==> src/rtl/alu_pkg.sv <==
// Shared definitions for the ALU sequencer: opcodes, FSM states, mul/div mode.
package alu_pkg;

    localparam int unsigned ALU_WIDTH = 4;
    localparam int unsigned OPC_W     = 4;

    localparam logic [OPC_W-1:0] OP_AND  = 4'h0;
    localparam logic [OPC_W-1:0] OP_OR   = 4'h1;
    localparam logic [OPC_W-1:0] OP_XOR  = 4'h2;
    localparam logic [OPC_W-1:0] OP_XNOR = 4'h3;
    localparam logic [OPC_W-1:0] OP_NAND = 4'h4;
    localparam logic [OPC_W-1:0] OP_NOR  = 4'h5;
    localparam logic [OPC_W-1:0] OP_NOT  = 4'h6;
    localparam logic [OPC_W-1:0] OP_ADD  = 4'h7;
    localparam logic [OPC_W-1:0] OP_SUB  = 4'h8;
    localparam logic [OPC_W-1:0] OP_SHL  = 4'h9;
    localparam logic [OPC_W-1:0] OP_SHR  = 4'hA;
    localparam logic [OPC_W-1:0] OP_MUL  = 4'hB;
    localparam logic [OPC_W-1:0] OP_DIV  = 4'hC;

    typedef enum logic [1:0] {
        S_IDLE = 2'd0,
        S_MUL  = 2'd1,
        S_DIV  = 2'd2,
        S_DONE = 2'd3
    } state_t;

    typedef enum logic {
        MD_MUL = 1'b0,
        MD_DIV = 1'b1
    } md_mode_t;

endpackage

==> src/rtl/seq_muldiv.sv <==
// Iterative shift-add multiplier / restoring divider; one step per start or step pulse.
module seq_muldiv
    import alu_pkg::*;
#(
    parameter int unsigned WIDTH = ALU_WIDTH
) (
    input  logic             clk,
    input  logic             rst_n,
    input  logic             start,
    input  logic             step,
    input  md_mode_t         mode,
    input  logic [WIDTH-1:0] a,
    input  logic [WIDTH-1:0] b,
    output logic [WIDTH-1:0] hi,
    output logic [WIDTH-1:0] lo
);

    logic [WIDTH-1:0] acc_q, q_q, m_q;
    md_mode_t         mode_q;

    logic [WIDTH-1:0] acc_s, q_s, m_s;
    md_mode_t         mode_s;
    logic [WIDTH-1:0] acc_n, q_n;
    logic [WIDTH:0]   sum, rem, diff;

    // start applies the first step directly to freshly loaded operands
    always_comb begin
        acc_s  = acc_q;
        q_s    = q_q;
        m_s    = m_q;
        mode_s = mode_q;
        if (start) begin
            acc_s  = '0;
            mode_s = mode;
            q_s    = (mode == MD_MUL) ? b : a;
            m_s    = (mode == MD_MUL) ? a : b;
        end

        sum  = {1'b0, acc_s} + (q_s[0] ? {1'b0, m_s} : '0);
        rem  = {acc_s, q_s[WIDTH-1]};
        diff = rem - {1'b0, m_s};

        if (mode_s == MD_MUL) begin
            acc_n = sum[WIDTH:1];
            q_n   = {sum[0], q_s[WIDTH-1:1]};
        end else if (!diff[WIDTH]) begin
            acc_n = diff[WIDTH-1:0];
            q_n   = {q_s[WIDTH-2:0], 1'b1};
        end else begin
            acc_n = rem[WIDTH-1:0];
            q_n   = {q_s[WIDTH-2:0], 1'b0};
        end
    end

    always_ff @(posedge clk) begin
        if (!rst_n) begin
            acc_q  <= '0;
            q_q    <= '0;
            m_q    <= '0;
            mode_q <= MD_MUL;
        end else if (start || step) begin
            acc_q  <= acc_n;
            q_q    <= q_n;
            m_q    <= m_s;
            mode_q <= mode_s;
        end
    end

    assign hi = acc_q;
    assign lo = q_q;

endmodule

==> src/rtl/alu_sequencer.sv <==
// Valid/ready front end for a 4-bit ALU with multi-cycle MUL/DIV and held results.
module alu_sequencer
    import alu_pkg::*;
#(
    parameter int unsigned WIDTH = ALU_WIDTH,
    parameter int unsigned ITER  = WIDTH
) (
    input  logic             clk,
    input  logic             rst_n,
    input  logic             in_valid,
    output logic             in_ready,
    input  logic [OPC_W-1:0] opcode,
    input  logic [WIDTH-1:0] a,
    input  logic [WIDTH-1:0] b,
    input  logic             cin,
    output logic             out_valid,
    input  logic             out_ready,
    output logic [WIDTH-1:0] res_lo,
    output logic [WIDTH-1:0] res_hi,
    output logic             flag_c,
    output logic             flag_z,
    output logic             flag_err
);

    localparam int unsigned CNT_W = (ITER > 1) ? $clog2(ITER) : 1;

    state_t           state, state_d;
    logic [CNT_W-1:0] cnt, cnt_d;
    logic             out_valid_d, in_ready_d;
    logic [WIDTH-1:0] res_lo_d, res_hi_d;
    logic             flag_c_d, flag_z_d, flag_err_d;
    logic             res_load;

    logic             md_start, md_step;
    md_mode_t         md_mode;
    logic [WIDTH-1:0] md_hi, md_lo;

    logic [WIDTH:0]   add_sum, sub_diff;
    logic [WIDTH-1:0] sc_lo;
    logic             sc_c;

    seq_muldiv #(.WIDTH(WIDTH)) u_muldiv (
        .clk   (clk),
        .rst_n (rst_n),
        .start (md_start),
        .step  (md_step),
        .mode  (md_mode),
        .a     (a),
        .b     (b),
        .hi    (md_hi),
        .lo    (md_lo)
    );

    // Single-cycle logic, adder and shifter results
    always_comb begin
        add_sum  = {1'b0, a} + {1'b0, b} + (WIDTH+1)'(cin);
        sub_diff = {1'b0, a} - {1'b0, b};
        sc_c     = 1'b0;
        case (opcode)
            OP_AND:  sc_lo = a & b;
            OP_OR:   sc_lo = a | b;
            OP_XOR:  sc_lo = a ^ b;
            OP_XNOR: sc_lo = ~(a ^ b);
            OP_NAND: sc_lo = ~(a & b);
            OP_NOR:  sc_lo = ~(a | b);
            OP_NOT:  sc_lo = ~a;
            OP_ADD: begin
                sc_lo = add_sum[WIDTH-1:0];
                sc_c  = add_sum[WIDTH];
            end
            OP_SUB: begin
                sc_lo = sub_diff[WIDTH-1:0];
                sc_c  = sub_diff[WIDTH];
            end
            OP_SHL:  sc_lo = a << b[1:0];
            OP_SHR:  sc_lo = a >> b[1:0];
            default: sc_lo = '0;
        endcase
    end

    always_comb begin
        state_d     = state;
        cnt_d       = cnt;
        out_valid_d = out_valid;
        res_lo_d    = res_lo;
        res_hi_d    = res_hi;
        flag_c_d    = flag_c;
        flag_z_d    = flag_z;
        flag_err_d  = flag_err;
        res_load    = 1'b0;
        md_start    = 1'b0;
        md_step     = 1'b0;
        md_mode     = MD_MUL;

        case (state)
            S_IDLE: begin
                if (in_valid) begin
                    case (opcode)
                        OP_MUL: begin
                            md_start = 1'b1;
                            md_mode  = MD_MUL;
                            cnt_d    = '0;
                            state_d  = S_MUL;
                        end
                        OP_DIV: begin
                            if (b == '0) begin
                                res_lo_d   = '1;
                                res_hi_d   = a;
                                flag_c_d   = 1'b0;
                                flag_err_d = 1'b1;
                                res_load   = 1'b1;
                            end else begin
                                md_start = 1'b1;
                                md_mode  = MD_DIV;
                                cnt_d    = '0;
                                state_d  = S_DIV;
                            end
                        end
                        default: begin
                            // Illegal opcodes fall through with sc_lo = 0
                            res_lo_d   = sc_lo;
                            res_hi_d   = '0;
                            flag_c_d   = sc_c;
                            flag_err_d = (opcode > OP_DIV);
                            res_load   = 1'b1;
                        end
                    endcase
                end
            end
            S_MUL, S_DIV: begin
                if (cnt == CNT_W'(ITER-1)) begin
                    res_lo_d   = md_lo;
                    res_hi_d   = md_hi;
                    flag_c_d   = 1'b0;
                    flag_err_d = 1'b0;
                    res_load   = 1'b1;
                end else begin
                    md_step = 1'b1;
                    cnt_d   = cnt + CNT_W'(1);
                end
            end
            S_DONE: begin
                if (out_ready) begin
                    out_valid_d = 1'b0;
                    state_d     = S_IDLE;
                end
            end
            default: state_d = S_IDLE;
        endcase

        if (res_load) begin
            flag_z_d    = ({res_hi_d, res_lo_d} == '0);
            out_valid_d = 1'b1;
            state_d     = S_DONE;
        end
        in_ready_d = (state_d == S_IDLE);
    end

    always_ff @(posedge clk) begin
        if (!rst_n) begin
            state     <= S_IDLE;
            cnt       <= '0;
            in_ready  <= 1'b1;
            out_valid <= 1'b0;
            res_lo    <= '0;
            res_hi    <= '0;
            flag_c    <= 1'b0;
            flag_z    <= 1'b0;
            flag_err  <= 1'b0;
        end else begin
            state     <= state_d;
            cnt       <= cnt_d;
            in_ready  <= in_ready_d;
            out_valid <= out_valid_d;
            res_lo    <= res_lo_d;
            res_hi    <= res_hi_d;
            flag_c    <= flag_c_d;
            flag_z    <= flag_z_d;
            flag_err  <= flag_err_d;
        end
    end

endmodule

==> config.mk <==
export PLATFORM = sky130hd
export DESIGN_NAME = alu_sequencer
export DESIGN_NICKNAME = d
export VERILOG_FILES = /design/src/rtl/alu_pkg.sv /design/src/rtl/seq_muldiv.sv /design/src/rtl/alu_sequencer.sv
export SDC_FILE = /design/constraint.sdc
export NUM_CORES = 1
export LEC_CHECK = 0
export ABC_CLOCK_PERIOD_IN_PS = 13700
export CAP_MARGIN = 30
export CELL_PAD_IN_SITES_DETAIL_PLACEMENT = 0
export CELL_PAD_IN_SITES_GLOBAL_PLACEMENT = 1
export CORE_ASPECT_RATIO = 1.1
export CORE_MARGIN = 1.5
export CORE_UTILIZATION = 26
export CTS_CLUSTER_SIZE = 30
export DETAILED_ROUTE_END_ITERATION = 12
export PLACE_DENSITY_LB_ADDON = 0.1
export SYNTH_ARGS = -nofsm -noshare
export SYNTH_HDL_FRONTEND = slang
export SYNTH_SLANG_ARGS = --single-unit
==> constraint.sdc <==
create_clock -name clk -period 13.7 [get_ports clk]
set_input_delay 3.425 -clock clk [delete_from_list [all_inputs] [get_ports clk]]
set_output_delay 3.425 -clock clk [all_outputs]
set_load 0.03 [all_outputs]
==> run summary, run 1 <==
The leakage dissipation came out at between 1 and 1.5 nW. Dividing the synthesized area by the synthesized cell count gives 7.54 um^2. The wire length per cell after detailed routing is between 15 and 20 um. The DRC violation total after the first TritonRoute iteration is approximately 170. The share of total power consumed by net switching is a little under 40%.

The final count of pins violating max slew is 0. After legalization and detailed placement, the total HPWL measured between 7000 and 8000 um. In this run the worst hold path is classified as reg2reg. The largest net degree at the start of global routing came out at 30.

Global routing used between 10% and 20% of the available tracks. The total power draw came out at between 300 and 400 uW. The most instantiated library cell after synthesis is nor2_1.

The root buffer cell is clkbuf_16. Sequential cells were found to cover roughly a fifth of the synthesized design area. The logic gate share of total power came out at roughly two fifths.

The synthesized instance count came out at 402. The post-cts hold buffer count came out at 0. The CTS tree is built. Walking the worst path, the cells encountered are clkdlybuf4s50_1, nand4bb_1, nor3_2, mux2i_1, nor2_1, a21oi_1, inv_1, fa_1, inv_1, a21o_1, a21oi_1, xor2_1, mux2_2, o2111ai_1, o21ai_0. The layout overhead on the synthesized area is 18.0%. The share of synthesized area in the top cell type comes to between 15 and 20%.

The via count of the first global-routing pass is around 2,900. After global routing the overflow that remains totals 0. The number of placed instances, taps included, is 558. At the end of the flow, the number of nets in the layout was roughly 460. The Yosys warning count is 0. STA puts the critical path data required time at between 10,000 and 15,000 ps.

The number of vias per cell came out at 5.08. Power spread over the standard cell area amounts to around 110 mW/mm^2. Ranked by instance count, the synthesized netlist is headed by nor2_1 (42), inv_1 (35), nand2_1 (32). The clock period minus final worst setup slack is 7770 ps. The final sum of negative setup slack is 0 ps. The final core utilization is 31.3%. Yosys mapped a number of flops with a built-in enable equal to 0.

The register bit count reported by yosys is 30. After synthesis, the cell types taking the most area are dfxtp_1 (20%), ha_1 (9.9%), mux2i_1 (6.6%). On the worst path, the slowest cell contributes a delay of 970 ps.

The count of nets left with antenna violations once routing finished came out at 0. The number of hold violations in the final report is 0. Setup repair after global routing left no endpoint under its margin. Of all flip-flops after synthesis, the portion carrying an async set or reset was 0%. The design internal power is around 230 uW. The number of vias in the routed layout came out at between 2,000 and 3,000. The flip-flop cell with the highest count after synthesis is dfxtp_1.

30 I/O pins were placed. The clock-pin slew of the registers on the worst-case setup and hold paths is approximately 50 ps. For the worst setup path, the data arrival time is ~7900 ps. Clock skew on the completed layout was measured at a little under 5 ps. The post-route netlist has under 10% of its cells at a drive strength greater than 1. The wire length of the first global-routing pass came out at 16,100 um. The highest-delay cell along the critical path is clkdlybuf4s50_1. Routability-driven placement finished with a final weighted congestion of 0.757. Based on the critical path, the design can be clocked at up to between 0.1 and 0.15 GHz.

Summed over all instances, the cell type with the most area after synthesis is dfxtp_1. The count of inserted antenna diode cells came out at 0. The relative slew slack came out at between 40% and 50%. The worst hold margin is ~470 ps. The initial standard-cell utilization of the core is approximately a quarter. The total of endpoints with negative setup slack in the final report is 0. The post-cts gate resize count came out at 0. The number of nets in the synthesized netlist came out at roughly 450. Summed over all nets, the switching power comes to approximately 150 uW. The number of distinct library cell variants in the gate-level netlist after synthesis came out at 58. The total number of placement rows is 41.

The finished layout holds between 500 and 600 standard cells, fillers aside. The run finished with clean final reports. The worst setup path is captured at a flip-flop. The maximum clock insertion buffer count came out at 2. The critical path startpoint category is an input pin. The worst-case vdd ir drop is roughly 54 uV. Summed over all layers, the routed wires come to around 10,000 um. The category of the most critical setup path is in2reg. The final worst-path cycle share came out at a little under three fifths.

In this run the worst path has a maximum fanout of 22. The detailed-route DRC error count is 0. The total of max-cap violations came out at 0. The first detailed-routing pass took 5 iterations. Sequential cells account for about 28% of the total power. The number of H-tree levels is 2. The total die area is ~0.012 mm^2. The count of buffers added by post-CTS timing repair for setup is 0. The filler cells instantiated in the layout total 1,243. The clock sink count came out at 30. The vertical die dimension is approximately 120 um. The netlist area before placement is between 0.003 and 0.004 mm^2.

In this run the tool buffered the top-level ports with 29 buffer cells. The clock latency reported for the late side of the worst-skew pair is around 280 ps. The number of antenna violations at the first check in global routing came to 0. The relative contribution of the clock network to total power is between 20 and 30%. The clock buffer count from CTS is 5.

At the pin with the least slew margin, the transition time is between 800 and 900 ps. The floorplan die width came out at between 100 and 150 um. The core region is around 0.011 mm^2.
-- kinds of logic after synthesis --
logic type / synth area share [%]
mux: 8.83
compound gates: 24.6
xor+xnor: 4.33
fa+ha+maj: 13.2
buf+inv: 7.59
simple gates: 21.6
flops: 19.8
-- final timing paths --
path	start	end	slack [ps]	cells past startpoint
worst max-delay path	opcode[3]	u_muldiv.hi[3]	5930	15
worst min-delay path	out_valid	out_valid	470	2
worst max register to register	state[1]	u_muldiv.hi[3]	9600	16
worst min register to register	out_valid	out_valid	470	2
-- through the flow --
step,cell area [um^2],setup slack [ps]
CTS,3580,5900
global route,3580,5450
floorplan,3030,7010
finish,3580,5930
global placement,3420,5710
detailed placement,3430,5620
-- cell usage in the layout (no fill, tap or decap), types with 4 or more instances in the layout --
cell type        count
nor2_1              42
inv_1               35
nand2_1             32
dfxtp_1             30
a21oi_1             29
clkdlybuf4s50_1     29
o21ai_0             27
ha_1                24
mux2i_1             20
nand3_1             10
xnor2_1              9
a211oi_1             9
a31oi_1              8
nand2b_1             8
nor2b_1              8
xor2_1               6
and2_1               5
fa_1                 5
clkbuf_16            5
o211ai_1             4
mux2_2               4
-- per-layer routing --
metal	up-vias	GRT usage, %	routed length [um]
met2	43	30.8	5030
met1	1364	22.2	4630
li1	1464	-	-
met3	2	2.01	337
met4	0	2.97	42
met5	-	0	0
-- power groups by stage --
| stage | clock network (mW) | registers, mW | logic (mW) |
|---|---|---|---|
| 6_report | 0.112 | 0.107 | 0.157 |
| 5_1_grt | 0.120 | 0.109 | 0.176 |
| 4_1_cts | 0.115 | 0.108 | 0.159 |
| 3_5_place_dp | 0 | 0.110 | 0.158 |
| 3_3_place_gp | 0 | 0.109 | 0.158 |
| 2_1_floorplan | 0 | 0.114 | 0.103 |
-- area by class of cell --
cell class / count / area, um^2 / area share (%)
sequential: 30 / 601 / 16.8
timing repair buffer: 31 / 305 / 8.53
tap: 150 / 188 / 5.24
inverter: 35 / 131 / 3.67
multi-input combinational: 312 / 2200 / 61.5
clock buffer: 6 / 139 / 3.88
clock inverter: 2 / 12.5 / 0.350
-- critical path: cells and delay by family --
kind / cells / cell delay [ps]
adders and majority gates: 1 / 460
xor gates and xnor gates: 1 / 440
muxes: 2 / 640
AOI/OAI and AO/OA: 5 / 700
and+or+nand+nor: 3 / 1110
buffers and inverters: 3 / 1150
-- registers in the layout, summed over array words and instances, names as in the netlist --
register	cells
out_valid	1
u_muldiv.lo	4
flag_err	1
cnt	2
in_ready	1
flag_c	1
flag_z	1
state	2
u_muldiv.mode_q	1
res_lo	4
u_muldiv.m_q	4
u_muldiv.hi	4
res_hi	4
Note: power is estimated with default switching activity, not from simulation.
==> run 2, diff against run 1 <==
--- a/config.mk
+++ b/config.mk
@@ -5,7 +5,7 @@
 export SDC_FILE = /design/constraint.sdc
 export NUM_CORES = 1
 export LEC_CHECK = 0
-export ABC_CLOCK_PERIOD_IN_PS = 13700
+export ABC_CLOCK_PERIOD_IN_PS = 7300
 export CAP_MARGIN = 30
 export CELL_PAD_IN_SITES_DETAIL_PLACEMENT = 0
 export CELL_PAD_IN_SITES_GLOBAL_PLACEMENT = 1
==> constraint.sdc (replaced) <==
create_clock -name clk -period 7.3 [get_ports clk]
set_input_delay 1.825 -clock clk [delete_from_list [all_inputs] [get_ports clk]]
set_output_delay 1.825 -clock clk [all_outputs]
set_load 0.03 [all_outputs]
==> run 2 against run 1 <==
Compared with the run above:
- wire length up 0.97%
- cell count up 1.1%
- largest power group unchanged
- highest routed layer unchanged
- via count up 1.4%
- register-to-register slack worse by 6400 ps
- largest cell class unchanged
- die area unchanged
- clock skew up 3.2 ps
- cell area up 2.6%
==> run summary, run 2 (synthesis results as in run 1) <==
Cells along the critical path: clkdlybuf4s50_1, or4_1, a21oi_1, or3_1, nor2_1, a21oi_1, inv_1, fa_1, inv_1, a21o_1, a21oi_1, xor2_1, mux2_2, o2111ai_1, o21ai_0 (was clkdlybuf4s50_1, nand4bb_1, nor3_2, mux2i_1, nor2_1, a21oi_1, inv_1, fa_1, inv_1, a21o_1, a21oi_1, xor2_1, mux2_2, o2111ai_1, o21ai_0). The final RePlAce weighted congestion came to 0.818 (was 0.757). The CTS tree is built (unchanged).

The relative contribution of the clock network to total power came to 36.0% (was 29.8%). The launch instance of the worst min-delay path is out_valid (unchanged). The number of H-tree levels is 2 (unchanged). The critical register-to-register path startpoint was state[1] (unchanged). The overall routed net length was 10,100 um (was 10,000 um). The maximum net fanout on the critical path came out at 15 (was 22). The data arrival at the endpoint of the critical path came out at 6140 ps (was 7930 ps). The post-cts gate resize count came out at 0 (unchanged).

The count of nets left with antenna violations after detail routing is 0 (unchanged). The cell area power density came out at 213 mW/mm^2 (was 105 mW/mm^2). The worst setup slack before clock tree synthesis came out at 982 ps (was 5620 ps). The destination of the worst hold path is out_valid (unchanged). The placeable core region came to 0.0114 mm^2 (unchanged).

The number of hold violations in the final report came out at 0 (unchanged). The cell type with the highest occurrence count on the critical path is a21oi_1. The share of total power consumed by net switching came to 35.2% (was 38.6%). The layout net count came out at 467 (was 461).

The final sum of negative setup slack came to 0 ps (unchanged). The vertical die dimension is 116 um (unchanged). The number of vias per cell is 5.09 (was 5.08). The cell area after layout is 0.00367 mm^2 (was 0.00358 mm^2).

The layout overhead on the synthesized area came out at 21.0% (was 18.0%). The root buffer cell is clkbuf_16 (unchanged). The floorplan die width is 106 um (unchanged). The total of max-cap violations is 0 (unchanged).

The final core utilization was 32.1% (was 31.3%). The clock-pin slew of the registers on the worst-case setup and hold paths is 60 ps (was 50 ps). The wire length per cell after detailed routing is 17.7 um (about the same). The global-route congestion overflow total is 0 (unchanged). The top-level port count is 30 (unchanged). The delay of the slowest cell on the worst path is 720 ps (was 970 ps). The total of endpoints with negative setup slack in the final report came out at 0 (unchanged). The first-pass detailed-route iteration total is 6 (was 5). The total die area was 0.0123 mm^2 (unchanged).

The wire length of the first global-routing pass came out at 16,700 um (was 16,100 um). The proportion of power drawn by flip-flops and latches is 25.9% (was 28.5%). The final count of pins violating max slew is 0 (unchanged).

The class of the most critical hold timing path is reg2reg (unchanged). The total power draw came out at 782 uW (was 377 uW). Setup repair after global routing missed its margin: no (unchanged). The final worst-path cycle share came out at about four fifths. The count of inserted antenna diode cells is 0 (unchanged). The register-to-register setup slack is 3230 ps (was 9600 ps).

The count of port buffers added during placement came out at 29 (unchanged). The number of vias in the routed layout came out at 2,913 (was 2,873). Status: completed (unchanged). The number of antenna violations at the first check in global routing came out at 0 (unchanged). The total half-perimeter wirelength after legalization and detailed placement came out at 7920 um (was 7800 um). The category of the worst setup path capture point is a flip-flop (unchanged). The critical path startpoint category is an input pin (unchanged). The data required time at the worst endpoint is 7450 ps (was 13,850 ps).

The maximum clock insertion buffer count came to 2 (unchanged). The number of buffer and inverter instances along the worst setup path came to 3 (unchanged). The global router's overall resource usage came to 17.6% (was 17.1%).

The clock buffer count from CTS is 5 (unchanged). The logic gate share of total power came to 38.2% (was 41.7%). The leakage dissipation came out at 1.45 nW (was 1.40 nW).

The post-detailed-placement cell area came out at 0.00347 mm^2 (was 0.00343 mm^2). The clock latency reported for the late side of the worst-skew pair is 280 ps (about the same). The commonest non-fill, non-tap cell in the layout is nor2_1 (unchanged).

The worst-case setup margin in the final layout came to 1320 ps (was 5930 ps). The end of the worst register-to-register path is u_muldiv.hi[3] (unchanged). The net switching power figure is 275 uW (was 145 uW). The ratio of cells with drive above 1 in the final layout came to 6.64% (was 5.29%). The total number of placement rows is 41 (unchanged).

The count of buffers added by post-CTS timing repair for setup is 0 (unchanged). The worst-case vdd ir drop is 86.5 uV (was 54.1 uV). The clock tree skew after final layout came out at 8.06 ps (was 4.87 ps). The clock sink count was 30 (unchanged). Commonest cells after routing, fill and taps aside: nor2_1 (42), inv_1 (35), nand2_1 (32), dfxtp_1 (30) (unchanged). The relative slew slack is 41.2% (was 43.6%).

The via count of the first global-routing pass is 3,034 (was 2,902). The highest-delay cell along the critical path was clkdlybuf4s50_1 (unchanged). The count of cells along the worst register-to-register path came to 16 (unchanged). The actual transition at the worst max-transition pin came out at 883 ps (was 846 ps). The detailed-route DRC error count was 0 (unchanged). The fill cell total of the finished layout came out at 1,265 (was 1,243).

The largest net degree at the start of global routing was 23 (was 30). The DRC violation total after the first TritonRoute iteration is 117 (was 166). The category of the most critical setup path was in2reg (unchanged). The cell depth of the worst hold path came out at 2 (unchanged). The category of cells accounting for the largest share of critical-path delay is simple AND/OR/NAND/NOR gates (was buffers and inverters). The design internal power is 507 uW (was 232 uW). The initial standard-cell utilization of the core came to 26.5% (unchanged).

The clock period minus final worst setup slack is roughly 6000 ps. Based on the critical path, the design can be clocked at up to around 0.17 GHz. The post-cts hold buffer count came out at 0 (unchanged).
## run 2: routing by layer
layer  vias up  wire (um)  global-route usage [%]
li1       1467          -                       -
met1      1398       4760                    22.7
met2        40       4990                    31.4
met3         8        227                    1.67
met4         0        163                    5.14
met5         -          0                       0
## run 2: layout make-up
cell class	instances	area, um^2	share of cell area, %
multi-input cells	312	2200	60.0
flip-flops and latches	30	601	16.4
repair buffers	37	350	9.54
well taps	150	188	5.11
clock buffers	6	139	3.78
inverters	35	131	3.58
clock inverters	2	60.1	1.64
## run 2: power groups by stage
stage               clock (mW)  combinational, mW  sequential [mW]
detailed placement           0              0.300            0.206
global route             0.294              0.335            0.205
floorplan                    0              0.193            0.213
CTS                      0.287              0.302            0.203
global placement             0              0.299            0.207
finish                   0.281              0.299            0.202
## run 2: worst max-delay path by stage
| stage | startpoint | slack (ps) | end | cells past startpoint |
|---|---|---|---|---|
| after floorplan | opcode[1] | 2210 | u_muldiv.hi[3] | 16 |
| after global placement | b[1] | 1110 | u_muldiv.hi[3] | 15 |
| after detailed placement | b[1] | 980 | u_muldiv.hi[3] | 15 |
| after CTS | b[1] | 1270 | u_muldiv.hi[3] | 15 |
| after global routing | b[1] | 930 | u_muldiv.hi[3] | 15 |
| final | b[1] | 1320 | u_muldiv.hi[3] | 15 |
## run 2: worst min-delay path, stage by stage (launching register included)
cell and delay [ps]:
dfxtp_1 310, nand2_1 50, a21oi_1 60
## run 2: through the flow
| step | hold slack [ps] | cells |
|---|---|---|
| finish | 464 | 572 |
| global route | 470 | 572 |
| global placement | 448 | 563 |
| CTS | 461 | 572 |
| floorplan | 450 | 402 |
| detailed placement | 453 | 564 |
